`src/rtl/dm_cfg_pkg.sv`:
```
// Shared types and constants for the driver-monitor configuration sequencer.
// The optional shadow-bank lock is enabled by defining DM_CFG_LOCK_EN.
package dm_cfg_pkg;

  localparam int NUM_REGS      = 6;
  localparam int DATA_W        = 16;
  localparam int ADDR_W        = 4;
  localparam int DRAIN_CYCLES  = 4;
  localparam int SETTLE_CYCLES = 2;
  localparam int IDX_W         = $clog2(NUM_REGS);

  function automatic int max3(input int a, input int b, input int c);
    int m;
    m = (a > b) ? a : b;
    return (m > c) ? m : c;
  endfunction

  localparam int CNT_W = $clog2(max3(DRAIN_CYCLES, NUM_REGS, SETTLE_CYCLES) + 1);

  typedef enum logic [1:0] {
    IDLE,
    DRAIN,
    WRITE,
    SETTLE
  } cfg_state_e;

  typedef enum int {
    CFG_W0       = 0,
    CFG_W1       = 1,
    CFG_W2       = 2,
    CFG_W3       = 3,
    CFG_WARN_TH  = 4,
    CFG_EMERG_TH = 5
  } cfg_addr_e;

  localparam logic [DATA_W-1:0] DEFAULT_CFG [NUM_REGS] =
    '{16'd2, 16'd3, 16'd1, 16'd4, 16'd100, 16'd180};

  localparam logic [ADDR_W-1:0] LOCK_ADDR = 4'hF;
  localparam logic [DATA_W-1:0] LOCK_KEY  = 16'hA5A5;

  function automatic logic is_lock_key(input logic [ADDR_W-1:0] addr,
                                       input logic [DATA_W-1:0] data);
    return (addr == LOCK_ADDR) && (data == LOCK_KEY);
  endfunction

endpackage

```
`src/rtl/dm_cfg_shadow_bank.sv`:
```
// Shadow copy of the monitor weights/thresholds, reset to the boot defaults.
// Threshold outputs bypass a same-cycle write so a commit checks the new value.
module dm_cfg_shadow_bank
  import dm_cfg_pkg::*;
(
  input  logic              clk,
  input  logic              rst,
  input  logic              wr_en_i,
  input  logic [IDX_W-1:0]  wr_idx_i,
  input  logic [DATA_W-1:0] wr_data_i,
  input  logic [IDX_W-1:0]  rd_idx_i,
  output logic [DATA_W-1:0] rd_data_o,
  output logic [DATA_W-1:0] warn_th_o,
  output logic [DATA_W-1:0] emerg_th_o
);

  logic [DATA_W-1:0] regs_q [NUM_REGS];

  always_ff @(posedge clk) begin
    if (rst) begin
      for (int i = 0; i < NUM_REGS; i++) begin
        regs_q[i] <= DEFAULT_CFG[i];
      end
    end else if (wr_en_i) begin
      regs_q[wr_idx_i] <= wr_data_i;
    end
  end

  assign rd_data_o  = regs_q[rd_idx_i];
  assign warn_th_o  = (wr_en_i && (wr_idx_i == IDX_W'(CFG_WARN_TH)))  ? wr_data_i : regs_q[CFG_WARN_TH];
  assign emerg_th_o = (wr_en_i && (wr_idx_i == IDX_W'(CFG_EMERG_TH))) ? wr_data_i : regs_q[CFG_EMERG_TH];

endmodule

```
`src/rtl/dm_cfg_sequencer.sv`:
```
// Streams the shadow bank into the monitor after reset and on each host commit,
// holding monitor scoring meanwhile. Define DM_CFG_LOCK_EN for the write lock.
module dm_cfg_sequencer
  import dm_cfg_pkg::*;
(
  input  logic              clk,
  input  logic              rst,
  input  logic              host_we,
  input  logic [ADDR_W-1:0] host_addr,
  input  logic [DATA_W-1:0] host_data,
  input  logic              host_commit,
  output logic              host_ready,
  output logic              host_err,
  output logic              cfg_we,
  output logic [ADDR_W-1:0] cfg_addr,
  output logic [DATA_W-1:0] wght_data,
  output logic              mon_hold,
  output logic              cfg_done
);

  localparam logic [CNT_W-1:0]  DRAIN_LAST  = CNT_W'(DRAIN_CYCLES - 1);
  localparam logic [CNT_W-1:0]  WRITE_LAST  = CNT_W'(NUM_REGS - 1);
  localparam logic [CNT_W-1:0]  SETTLE_LAST = CNT_W'(SETTLE_CYCLES - 1);
  localparam logic [ADDR_W-1:0] ADDR_LIMIT  = ADDR_W'(NUM_REGS);

  cfg_state_e        state_q, state_d;
  logic [CNT_W-1:0]  cnt_q, cnt_d;
  logic              pend_q, pend_d;
  logic              err_q, err_d;
  logic              done_q, done_d;
  logic [ADDR_W-1:0] last_addr_q;
  logic [DATA_W-1:0] last_data_q;
  logic              idle;
  logic              shadow_we;
  logic              commit_ok;
  logic [DATA_W-1:0] rd_data;
  logic [DATA_W-1:0] warn_th;
  logic [DATA_W-1:0] emerg_th;
`ifdef DM_CFG_LOCK_EN
  logic              lock_q, lock_d;
`endif

  dm_cfg_shadow_bank u_bank (
    .clk        (clk),
    .rst        (rst),
    .wr_en_i    (shadow_we),
    .wr_idx_i   (host_addr[IDX_W-1:0]),
    .wr_data_i  (host_data),
    .rd_idx_i   (IDX_W'(cnt_q)),
    .rd_data_o  (rd_data),
    .warn_th_o  (warn_th),
    .emerg_th_o (emerg_th)
  );

  assign idle      = (state_q == IDLE);
  assign commit_ok = (warn_th < emerg_th);

  always_comb begin
    state_d   = state_q;
    cnt_d     = cnt_q;
    pend_d    = pend_q;
    err_d     = 1'b0;
    done_d    = 1'b0;
    shadow_we = 1'b0;
`ifdef DM_CFG_LOCK_EN
    lock_d    = lock_q;
`endif

    // Shadow writes only land in IDLE so a running stream never sees a torn bank.
    if (host_we) begin
      if (!idle) begin
        err_d = 1'b1;
`ifdef DM_CFG_LOCK_EN
      end else if (lock_q) begin
        err_d = 1'b1;
      end else if (is_lock_key(host_addr, host_data)) begin
        lock_d = 1'b1;
`endif
      end else if (host_addr >= ADDR_LIMIT) begin
        err_d = 1'b1;
      end else begin
        shadow_we = 1'b1;
      end
    end

    if (host_commit && !idle) begin
      pend_d = 1'b1;
    end

    unique case (state_q)
      IDLE: begin
        cnt_d = '0;
        if (host_commit || pend_q) begin
          pend_d = 1'b0;
          if (commit_ok) begin
            state_d = DRAIN;
          end else begin
            err_d = 1'b1;
          end
        end
      end
      DRAIN: begin
        cnt_d = cnt_q + 1'b1;
        if (cnt_q == DRAIN_LAST) begin
          state_d = WRITE;
          cnt_d   = CNT_W'(CFG_W0);
        end
      end
      WRITE: begin
        cnt_d = cnt_q + 1'b1;
        if (cnt_q == WRITE_LAST) begin
          state_d = SETTLE;
          cnt_d   = '0;
        end
      end
      SETTLE: begin
        cnt_d = cnt_q + 1'b1;
        if (cnt_q == SETTLE_LAST) begin
          state_d = IDLE;
          cnt_d   = '0;
          done_d  = 1'b1;
        end
      end
      default: begin
        state_d = IDLE;
        cnt_d   = '0;
      end
    endcase
  end

  // Reset lands in DRAIN so every release is followed by a full boot load.
  always_ff @(posedge clk) begin
    if (rst) begin
      state_q     <= DRAIN;
      cnt_q       <= '0;
      pend_q      <= 1'b0;
      err_q       <= 1'b0;
      done_q      <= 1'b0;
      last_addr_q <= '0;
      last_data_q <= '0;
`ifdef DM_CFG_LOCK_EN
      lock_q      <= 1'b0;
`endif
    end else begin
      state_q <= state_d;
      cnt_q   <= cnt_d;
      pend_q  <= pend_d;
      err_q   <= err_d;
      done_q  <= done_d;
`ifdef DM_CFG_LOCK_EN
      lock_q  <= lock_d;
`endif
      if (state_q == WRITE) begin
        last_addr_q <= ADDR_W'(cnt_q);
        last_data_q <= rd_data;
      end
    end
  end

  assign cfg_we     = !rst && (state_q == WRITE);
  assign host_ready = !rst && idle;
  assign mon_hold   = !rst && !idle;
  assign host_err   = !rst && err_q;
  assign cfg_done   = !rst && done_q;
  assign cfg_addr   = rst ? '0 : (cfg_we ? ADDR_W'(cnt_q) : last_addr_q);
  assign wght_data  = rst ? '0 : (cfg_we ? rd_data : last_data_q);

endmodule

```
`config.mk`:
```
export PLATFORM = sky130hd
export DESIGN_NAME = dm_cfg_sequencer
export DESIGN_NICKNAME = d
export VERILOG_FILES = /design/src/rtl/dm_cfg_pkg.sv /design/src/rtl/dm_cfg_shadow_bank.sv /design/src/rtl/dm_cfg_sequencer.sv
export SDC_FILE = /design/constraint.sdc
export NUM_CORES = 1
export LEC_CHECK = 0
export CAP_MARGIN = 20
export CORE_MARGIN = 4
export CORE_UTILIZATION = 59
export DETAILED_ROUTE_END_ITERATION = 10
export PLACE_DENSITY_LB_ADDON = 0.2
export RECOVER_POWER = 100
export REMOVE_ABC_BUFFERS = 1
export SYNTH_ARGS = -nofsm -noshare
export SYNTH_HDL_FRONTEND = slang
export SYNTH_SLANG_ARGS = --single-unit
```
`constraint.sdc`:
```
create_clock -name clk -period 4.37 [get_ports clk]
set_clock_uncertainty 0.15 [all_clocks]
set_input_delay 0.874 -clock clk [delete_from_list [all_inputs] [get_ports clk]]
set_output_delay 0.874 -clock clk [all_outputs]
set_load 0.02 [all_outputs]
```
==> summary.txt, run 1 <==
Timing
  • Final Hold Vio Count: 0
  • RSZ-0062 raised after global routing: no
  • Final max-slew violation count: 47
  • # setup viols final: 0
  • Setup tns final: 0 ns
  • Least-Margin Pin Slew: 1.91 ns
  • Tcrit/Tclk final: 95.2%
  • Max Clk Rate: 0.240 GHz
  • Slew HR: -27.3%
  • Crit path time final: 4.16 ns

Clock network
  • Num Clock Sinks: 155
  • CTS max path bufs: 2
  • Cts hold-fix bufs: 0
  • CTS tree: yes
  • Setup Fix Bufs, Post-CTS: 0
  • TritonCTS buffer count: 17
  • Clk slew on worst S/H paths: 0.06 ns
  • Clk_lat worst skew: 0.43 ns
  • Root Buffer: clkbuf_16
  • Resized cells post-CTS: 0
  • H-tree Lvls: 4

Drt
  • Post-route DRC violation count: 0
  • Final wirelength: 16.6 mm
  • DRT iter0 DRCs: 359
  • Pre-Repair DR Iteration Count: 4
  • Via density: 5.75
  • Post-route ant nets: 0
  • Drt wl/cell: 19.8 um
  • Vias: 4,803

Final layout
  • Commonest non-fill, non-tap cells in the layout: edfxtp_1, nor2_1, nand2_1
  • Post-layout util: 72.3%
  • Antenna Diode Count: 0
  • Area growth, synth to finish: 19.2%
  • Most common cell after layout, fill and taps aside: edfxtp_1
  • Share of cells above drive strength 1: 15.0%
  • Nets: 702

Power
  • Leak: 3.16 nW
  • Power Density: 444 nW/um2
  • Peak supply drop: 345 uV

Synthesis
  • Synthesized area: 7350 um2
  • Synth warn: 0
  • Post-Syn Instances: 563
  • Synth Area per Inst: 13.0 um2
  • Seq/Total Area, Yosys: 59.7%
  • Yosys cell types: 40
  • EDFF count, synth: 128
  • Synth Register Bits: 155
  • Primary FF master, synth: edfxtp_1
  • Ys async rst share: 0%

GRT
  • Largest net degree at the start of global routing: 47
  • Initial antenna violation count: 0
  • First-pass GRT wire length: 25.8 mm
  • Grt ovf: 0
  • Vias in the first global route: 4,781
  • Gr usage total: 24.2%

Die
  • Die Span Y: 120 um
  • Die span in x: 120 um
  • Core Area: 12,100 um2
  • IO Count: 49
  • Effective utilization at floorplan: 60.7%
  • Row count: 40
  • Die area: 14,300 um2

Placement
  • RD Place Congestion: 0.856
  • DP HPWL: 11.3 mm
  • I/O Buffers: 47

Run status
  • Status: finished with violations
  • Failing checks: max-capacitance violations, max-slew violations

Critical path
  • Critical path startpoint category: input pin
  • CP max FO: 8
  • Required time of the critical path: 4.57 ns
  • Worst path arrival time: 4.36 ns
  • Crit path capture type: flip-flop
  • Reg2Reg Setup Slack: 0.38 ns
  • CP Class: in -> reg

Run
  • Max-cap check violation count: 1

Min path
  • Worst hold-check path type: reg -> reg
metrics by stage:
step | instance area, um2 | hold slack, ns | setup slack, ns | power [mW] | std cells
after global routing | 8760 | 0.361 | 0.129 | 4.04 | 835
after CTS | 8790 | 0.347 | 0.377 | 3.91 | 835
after detailed placement | 8240 | 0.333 | 0.0683 | 2.55 | 803
after floorplan | 7330 | 0.306 | 0.151 | 2.27 | 562
final | 8760 | 0.339 | 0.210 | 3.89 | 835
after global placement | 8240 | 0.318 | 0.134 | 2.53 | 803
where the power goes:
part	internal [mW]	switching, mW
sequential	1.68	0.0682
combinational	0.364	0.400
clock	0.825	0.558
state kept, by name, indices dropped and copies added, names as in the netlist:
register	count
state_q	2
pend_q	1
u_bank.regs_q	128
cnt_q	3
last_data_q	16
done_q	1
last_addr_q	3
err_q	1
routing by layer:
layer | vias to the layer above | wire, um | global-route usage [%]
met5 | - | 0 | 0
met4 | 0 | 310 | 9.16
met3 | 27 | 1170 | 4.95
met2 | 186 | 8270 | 40.1
met1 | 2351 | 6820 | 31.9
li1 | 2239 | - | -
cell usage after synthesis (6+ instances only):
cell type / number / area share, %
nor3_1: 6 / 0.41
a21oi_1: 10 / 0.68
nand2b_1: 18 / 1.5
dfxtp_1: 27 / 7.4
mux4_2: 32 / 9.8
inv_1: 23 / 1.2
nand2_1: 48 / 2.5
clkbuf_1: 25 / 1.3
edfxtp_1: 128 / 52
mux2_2: 15 / 2.3
mux2i_1: 21 / 2.9
ha_1: 24 / 4.1
nor2_1: 106 / 5.4
nor2b_1: 6 / 0.51
a311oi_1: 32 / 3.8
path summary, 6_finish.rpt:
| kind | to | cells after the start | start |
|---|---|---|---|
| worst max-delay path | state_q[1] | 11 | host_addr[2] |
| worst min-delay path | last_addr_q[0] | 2 | last_addr_q[0] |
| worst max register to register | state_q[1] | 13 | state_q[0] |
| worst min register to register | last_addr_q[0] | 2 | last_addr_q[0] |
critical path, stage by stage:
cell	delay [ns]
clkdlybuf4s50_1	0.47
or3b_4	0.42
nor2_8	0.21
clkbuf_1	0.24
mux2_2	0.38
ha_1	0.34
a21oi_1	0.24
o211ai_1	0.18
o41a_1	0.47
a211oi_2	0.32
mux2i_1	0.21
area by class of cell:
cell class	count	area [um2]
clock buffer	25	485
clock inverter	7	67.6
fill	838	3350
inverter	24	90.1
multi-input combinational	383	2870
sequential	155	4390
tap	168	210
timing repair buffer	73	654
cells by family (layout without fill, tap and decap cells):
| group | Yosys count | count (layout) | share of synthesized area, % |
|---|---|---|---|
| AND/OR/NAND/NOR | 204 | 204 | 12.4 |
| flip-flops | 155 | 155 | 59.7 |
| multiplexers | 68 | 68 | 15.0 |
| buffers and inverters | 57 | 129 | 3.03 |
| AO/OA/AOI/OAI | 54 | 54 | 5.82 |
| adder cells (fa/ha/maj) | 24 | 24 | 4.09 |
| other | 1 | 33 | 0.0510 |
Note: power is estimated with default switching activity, not from simulation.
==> inputs of run 2 (changes only) <==
--- a/config.mk
+++ b/config.mk
@@ -5,7 +5,7 @@
 export SDC_FILE = /design/constraint.sdc
 export NUM_CORES = 1
 export LEC_CHECK = 0
-export CAP_MARGIN = 20
+export CAP_MARGIN = 0
 export CORE_MARGIN = 4
 export CORE_UTILIZATION = 59
 export DETAILED_ROUTE_END_ITERATION = 10
==> results of run 2 <==
No change in the layout: final DEF, timing and power equal those of run 1.
